[src/rtl/freq_gen.sv]
// Programmable square-wave generator: a restoring divider turns a frequency
// in Hz into a half-period count, and a toggle counter drives OUT.
module freq_gen #(
    parameter int CLK_HZ = 100000000,
    parameter int FREQ_W = 20,
    parameter int DIV_W  = 32
) (
    input  logic              CLK,
    input  logic              RST,
    input  logic              enable,
    input  logic              load,
    input  logic [FREQ_W-1:0] freq,
    output logic              ready,
    output logic              done,
    output logic              active,
    output logic              OUT
);

    localparam int BIT_W = $clog2(DIV_W + 1);
    localparam logic [DIV_W-1:0] DIVIDEND = DIV_W'(CLK_HZ);

    typedef enum logic [1:0] {
        IDLE,
        DIVIDE,
        RUN
    } state_t;

    state_t state_q, state_d;

    logic              accept;
    logic              zero_req;
    logic              start;
    logic              last;

    logic [FREQ_W:0]   div_d;
    logic [DIV_W-1:0]  div_n;
    logic [DIV_W-1:0]  div_q;
    logic [FREQ_W+1:0] div_r;
    logic [BIT_W-1:0]  bit_q;

    logic [FREQ_W+1:0] r_sh;
    logic              r_ge;
    logic [FREQ_W+1:0] r_nxt;
    logic [DIV_W-1:0]  q_fin;

    logic [DIV_W-1:0]  half_period;
    logic [DIV_W-1:0]  cnt_q;
    logic              out_q;
    logic              done_q;

    always_ff @(posedge CLK) begin
        if (RST) begin
            state_q <= IDLE;
        end else begin
            state_q <= state_d;
        end
    end

    always_comb begin
        state_d  = state_q;
        ready    = (state_q != DIVIDE);
        accept   = ready && load;
        zero_req = accept && (freq == '0);
        start    = accept && (freq != '0);
        last     = (state_q == DIVIDE) && (bit_q == BIT_W'(DIV_W));
        unique case (1'b1)
            zero_req: state_d = IDLE;
            start:    state_d = DIVIDE;
            last:     state_d = RUN;
            default:  ;
        endcase
    end

    // One restoring step: shift the next dividend bit into the remainder.
    always_comb begin
        r_sh  = {div_r[FREQ_W:0], div_n[DIV_W-1]};
        r_ge  = (r_sh >= {1'b0, div_d});
        r_nxt = r_ge ? (r_sh - {1'b0, div_d}) : r_sh;
        q_fin = (div_q == '0) ? DIV_W'(1) : div_q;
    end

    always_ff @(posedge CLK) begin
        if (RST) begin
            div_d <= '0;
            div_n <= '0;
            div_q <= '0;
            div_r <= '0;
            bit_q <= '0;
        end else if (start) begin
            div_d <= {freq, 1'b0};
            div_n <= DIVIDEND;
            div_q <= '0;
            div_r <= '0;
            bit_q <= '0;
        end else if (state_q == DIVIDE && !last) begin
            div_r <= r_nxt;
            div_q <= {div_q[DIV_W-2:0], r_ge};
            div_n <= {div_n[DIV_W-2:0], 1'b0};
            bit_q <= bit_q + BIT_W'(1);
        end
    end

    always_ff @(posedge CLK) begin
        if (RST) begin
            half_period <= '0;
            done_q      <= 1'b0;
        end else begin
            done_q <= zero_req || last;
            if (zero_req) begin
                half_period <= '0;
            end else if (last) begin
                half_period <= q_fin;
            end
        end
    end

    // The old half-period keeps running while a new one is being divided.
    always_ff @(posedge CLK) begin
        if (RST) begin
            cnt_q <= '0;
            out_q <= 1'b0;
        end else if (!enable || zero_req) begin
            cnt_q <= '0;
            out_q <= 1'b0;
        end else if (last) begin
            cnt_q <= '0;
        end else if (half_period != '0) begin
            if (cnt_q == half_period - DIV_W'(1)) begin
                cnt_q <= '0;
                out_q <= ~out_q;
            end else begin
                cnt_q <= cnt_q + DIV_W'(1);
            end
        end
    end

    assign done   = done_q;
    assign active = (half_period != '0);
    assign OUT    = out_q;

endmodule

[config.mk]
export PLATFORM = sky130hd
export DESIGN_NAME = freq_gen
export DESIGN_NICKNAME = d
export VERILOG_FILES = /design/src/rtl/freq_gen.sv
export SDC_FILE = /design/constraint.sdc
export NUM_CORES = 1
export LEC_CHECK = 0
export CAP_MARGIN = 10
export CELL_PAD_IN_SITES_DETAIL_PLACEMENT = 0
export CELL_PAD_IN_SITES_GLOBAL_PLACEMENT = 1
export CORE_UTILIZATION = 42
export DETAILED_ROUTE_END_ITERATION = 8
export GPL_ROUTABILITY_DRIVEN = 1
export PLACE_DENSITY_LB_ADDON = 0.1
export REMOVE_ABC_BUFFERS = 1
export SYNTH_ARGS = -nofsm -noshare
export SYNTH_HDL_FRONTEND = slang
export SYNTH_SLANG_ARGS = --single-unit
[constraint.sdc]
create_clock -name CLK -period 3.5 [get_ports CLK]
set_clock_uncertainty 0.15 [all_clocks]
set_input_delay 0.7 -clock CLK [delete_from_list [all_inputs] [get_ports CLK]]
set_output_delay 0.7 -clock CLK [all_outputs]
set_load 0.02 [all_outputs]
### After elaboration in Yosys (flattened, before gate mapping)

Index checks and enable logic that the tools add are counted.
Widths: inputs -> output; s select.

| word-level totals | value |
|---|---|
| word-level logic and storage cells | 48 |
| input bits | 24 |
| output and inout port bits | 4 |
| register bits | 171 |

| operators by class | value |
|---|---|
| bitwise gates (word level) | 2 |
| magnitude comparators | 1 |
| reduce and logical (&&, ||, !) cells | 20 |
| mux-type cells | 6 |
| add/subtract/negate cells | 4 |
| eq/ne operators | 4 |

Operators with widths:

| kind | count |
|---|---|
| $mux 32 | 2 |
| $mux 27 | 2 |
| $add 32x1->32 const B | 1 |
| $eq 32x32->1 | 1 |
| $logic_not 32->1 | 1 |
| $reduce_bool 32->1 | 1 |
| $sub 32x1->32 const B | 1 |
| $ge 22x21->1 | 1 |
| $mux 21 | 1 |
| $sub 21x21->21 | 1 |
| $logic_not 20->1 | 1 |
| $reduce_bool 20->1 | 1 |
| $add 6x1->6 const B | 1 |
| $eq 6x6->1 const B | 1 |
| $pmux 2 s3 | 1 |
| $reduce_or 2->1 | 3 |
| $logic_and 1x1->1 | 5 |
| $reduce_and 3->1 | 1 |
| $reduce_bool 3->1 | 1 |
| $reduce_or 3->1 | 1 |
| $eq 2x1->1 const B | 1 |
| $logic_not 1->1 | 2 |
| $logic_or 1x1->1 | 2 |
| $ne 2x1->1 const B | 1 |
| other kinds (2) | 3 |

### Depth between registers and ports, before layout

| logic depth | value |
|---|---|
| word-level depth | 6 |
| mapped depth | 11 |
| depth with buffers taken out | 11 |

### Least setup slack after synthesis

No wires, ideal clock.

| path | value |
|---|---|
| kind | reg2reg |
| start point | register half_period[8] |
| end point | register cnt_q[21] |
| library setup time | 0.141 ns |
| required time | 3.209 ns |
| period minus slack after synthesis | 3.579 ns |
| stages on the path, launching flop included | 12 |
| path buffers | 3 |
| data arrival time | 3.289 ns |
| path slack | -0.079 ns |
| cell sequence | dfxtp_1 > buf_2 > or4_1 > or4_1 > buf_2 > nor4_1 > mux2_2 > nor4_1 > nand4b_4 > nor3_4 > buf_6 > nor3_2 |

| on the way | value |
|---|---|
| word-level cells in the longest chain between the ends | 3 |
| elaborated cells between the ends (all ways) | 4 |
| classes of those cells | 1 x add/sub; 1 x eq/ne; 1 x mux; 1 x reduce/logical |

Ends and longest elaborated chain:

| item | line | RTL |
|---|---|---|
| start, declared | 46 | `logic [DIV_W-1:0] half_period;` |
| start signal, assigned | 112 | `half_period <= q_fin;` |
| $sub 32x1->32 | 128 | `if (cnt_q == half_period - DIV_W'(1)) begin` |
| $eq 32x32->1 | 128 |  |
| $mux 32 | 128 |  |
| end signal, assigned | 132 | `cnt_q <= cnt_q + DIV_W'(1);` |
| end, declared | 47 | `logic [DIV_W-1:0] cnt_q;` |

Several ways; a longest one is shown, not always the timed one.
A chain may end at the register's enable or synchronous reset.

### Worst setup path in the final report

| path | value |
|---|---|
| start point | register half_period[13] |
| end point | output port active |

| on the way | value |
|---|---|
| word-level cells in the longest chain between the ends | 1 |

Ends and longest elaborated chain:

| item | line | RTL |
|---|---|---|
| $reduce_bool 32->1 | 138 | `assign active = (half_period != '0);` |
| end, declared | 15 | `output logic active,` |

No other way between the ends.

==> results.md <==
- Crit Path Class: register to primary output
- Detailed Place HPWL: 15,600 um
- Antenna Nets Post-Route: 0
- Max-slew violation count: 0
- Tcrit/Tclk final: 97.1%
- Syn. warnings: 0
- IO Port Bufs: 27
- Total number of vias: 7,581
- First-pass GRT wire length: 36,500 um
- Cell variety after synth: 59
- Ratio of cells with drive above 1 in the final layout: 12.4%
- Overall power: 4810 uW
- NumNets Final: 1,210
- Synth Cell Area: 0.00902 mm2
- Clk sink count: 171
- Initial antenna violation count: 0
- PD cells: 458 mW/mm2
- Comb power frac: 16.5%
- Max_cap viols: 0
- Final antenna diode count: 0
- Non-filler cells, final: 1,449
- Top cell type's share of synthesized area: 38.0%
- Core area: 0.0210 mm2
- Most common cell in the netlist: nand2_1
- P_int: 3430 uW
- Seq/Total Area, Yosys: 38.0%
- Slew HR: 54.3%
- Largest net degree at the start of global routing: 44
- Async set or reset register ratio after synthesis: 0%
- Min Clock Period, post-route: 3.40 ns
- Root Driver: clkbuf_16
- Final TNS setup: 0 ns
- Top post-synthesis cells by area: dfxtp_1 38%, nand2_1 10%, a21oi_1 6.4%
- CTS tree: yes
- Initial Util: 42.9%
- Chip height: 149 um
- Slowest Stage Delay on Critical Path: 0.61 ns
- Slew @ Worst Pin: 0.683 ns
- CTS max path bufs: 2
- Dpl cells: 1,414
- Most frequent cell on the critical path: or4_4
- Data required, critical path: 2.65 ns
- Number of global-route vias before repair: 7,314
- Clock Latency Late Sink: 0.43 ns
- Max IR drop VDD: 0.253 mV
- Clock transition at the registers of the reported paths: 0.08 ns
- Setup crit end kind: primary output
- FF+latch count, synth: 171
- Top_reg_cell synth: dfxtp_1
- Sw frac: 28.6%
- H-tree Lvls: 4
- Drt wl/cell: 15.0 um
- # DRC: 0
- Worst-path maximum fanout: 8
- Clk pwr share: 41.5%
- Sequential share of power: 42.1%
- Iter 0 DRT Violations: 300
- Num ports: 28
- Largest area contributor in the netlist: dfxtp_1
- FP Rows: 53
- Worst Path Arrival: 2.55 ns
- Achievable Freq: 294 MHz
- Top cells by count, synth: 252 x nand2_1, 171 x dfxtp_1, 116 x a21oi_1, 62 x nor2_1, 58 x clkbuf_1
- Leak pwr: 0.00385 uW
- Status: completed
- Die width: 149 um
- EDFF count, synth: 0
- Post-CTS Hold Fix Bufs: 0
- Routability cong.: 0.811
- Worst setup SP type: register
- P_sw: 1380 uW
- Num CTS Buffers: 17
- Die Area: 0.0221 mm2
- Synthesized netlist cell count: 1,131
- Hold Path Class: register to register
- Setup violators final: 0
- Avg Inst Size Synth: 7.97 um2
- Slowest cell on crit path: or4_4
- Fin. Hold Viols: 0
- Routed wire length: 21,800 um
- GRT Overall Usage: 20.7%
- First-pass detailed-route iteration total: 4
- DR vias/cell: 5.23
- Overflow after GRT: 0
- Crit-path cells: or4_4 -> or4_4 -> or3_1 -> dlygate4sd2_1
- Layout area overhead: 16.3%
kinds of logic (layout without fill, tap and decap cells):
logic type      after synthesis  in the layout  synth area share (%)
xor+xnor                     91             91                  8.84
compound gates              210            210                  14.0
mux                          21             21                  2.37
fa+ha+maj                    25             25                  3.55
buf+inv                     101            144                  4.66
simple gates                512            512                  28.6
flops                       171            171                  38.0
cell type report:
type                       count  area [um2]
clock inverter                15         198
inverter                      33         124
fill                        2064       10500
timing repair buffer          79         729
multi-input combinational    859        5240
clock buffer                  17         425
tap                          275         344
sequential                   171        3420
state kept, by name, summed over array words and instances, names as in the netlist:
signal and flops:
OUT 1, cnt_q 32, div_n 24, div_q 32, state_q 2, bit_q 6
half_period 32, div_r 21, done 1, div_d 20
repair_timing:
item                       in CTS  in global routing
pin swaps                       1                  2
gates resized for setup         3                  7
setup endpoints to repair      26                 33
setup buffers                   2                  0
gates cloned                    1                  0
worst max-delay path, delay by kind of cell, from the launching register on:
| family | cells | cell delay [ns] |
|---|---|---|
| and+or+nand+nor | 3 | 1.48 |
| buffers and inverters | 1 | 0.33 |
| DFF | 1 | 0.31 |
power by group through the flow:
| stage | Clock (uW) | Combinational, uW | Sequential [uW] |
|---|---|---|---|
| finish | 1990 | 792 | 2020 |
| detailed placement | 0 | 796 | 2070 |
| global placement | 0 | 799 | 2070 |
| global route | 2120 | 879 | 2030 |
| floorplan | 0 | 554 | 2060 |
| CTS | 2040 | 802 | 2020 |
metrics by stage:
| stage | hold WS (ns) | utilization, % | setup slack (ns) | area [um2] |
|---|---|---|---|---|
| finish | 0.300 | 49.9 | 0.101 | 10500 |
| global route | 0.327 | 49.9 | -0.0280 | 10500 |
| CTS | 0.294 | 49.7 | 0.0214 | 10400 |
| detailed placement | 0.293 | 46.5 | 0.0196 | 9780 |
| global placement | 0.291 | 46.5 | 0.0774 | 9780 |
| floorplan | 0.280 | - | -1.02 | 8720 |
routing by layer:
metal / global-route usage, % / wire (um) / vias to the layer above
li1: - / - / 3984
met1: 26.2 / 10500 / 3503
met2: 35.7 / 10500 / 74
met3: 3.13 / 453 / 20
met4: 6.60 / 308 / 0
met5: 0 / 0 / -
layout by cell type, fill, tap and decap left out, types with 3 or more instances in the layout:
cell type / Yosys / routed
nand3_1: 27 / 26
clkdlybuf4s50_1: 0 / 26
a21oi_1: 116 / 116
nand4_1: 19 / 19
buf_4: 0 / 47
nand2b_1: 8 / 7
and4_1: 8 / 8
inv_1: 33 / 33
mux2i_1: 18 / 18
or3_1: 7 / 7
or4_4: 3 / 5
nor4_1: 20 / 17
o21a_1: 6 / 6
nand2_1: 252 / 251
mux2_2: 3 / 3
ha_1: 24 / 24
o21ai_0: 15 / 15
clkbuf_16: 0 / 17
o211ai_1: 9 / 9
xor2_1: 51 / 51
nor4b_1: 4 / 4
a211oi_1: 19 / 19
nor2b_1: 5 / 5
xnor2_1: 40 / 40
and3_1: 11 / 11
or4_1: 10 / 8
dfxtp_1: 171 / 171
nor2_1: 62 / 59
a31oi_1: 18 / 18
inv_6: 0 / 4
inv_8: 0 / 5
a21o_1: 7 / 7
nor3b_1: 7 / 6
nor3_1: 21 / 21
or2_2: 8 / 8
nor3_2: 30 / 30
buf_12: 0 / 4
worst paths after layout:
path / end / depth (start not counted) / from / slack, ns
hold / removal: div_n[29]$_SDFFE_PP0P_ / 2 / div_n[28]$_SDFFE_PP0P_ / 0.30
hold reg to reg: div_n[29]$_SDFFE_PP0P_ / 2 / div_n[28]$_SDFFE_PP0P_ / 0.30
setup reg to reg: cnt_q[16]$_SDFFE_PP0N_ / 11 / half_period[0]$_SDFFE_PP0P_ / 0.14
setup / recovery: active / 4 / half_period[13]$_SDFFE_PP0P_ / 0.10
(Power assumes the default switching activity.)
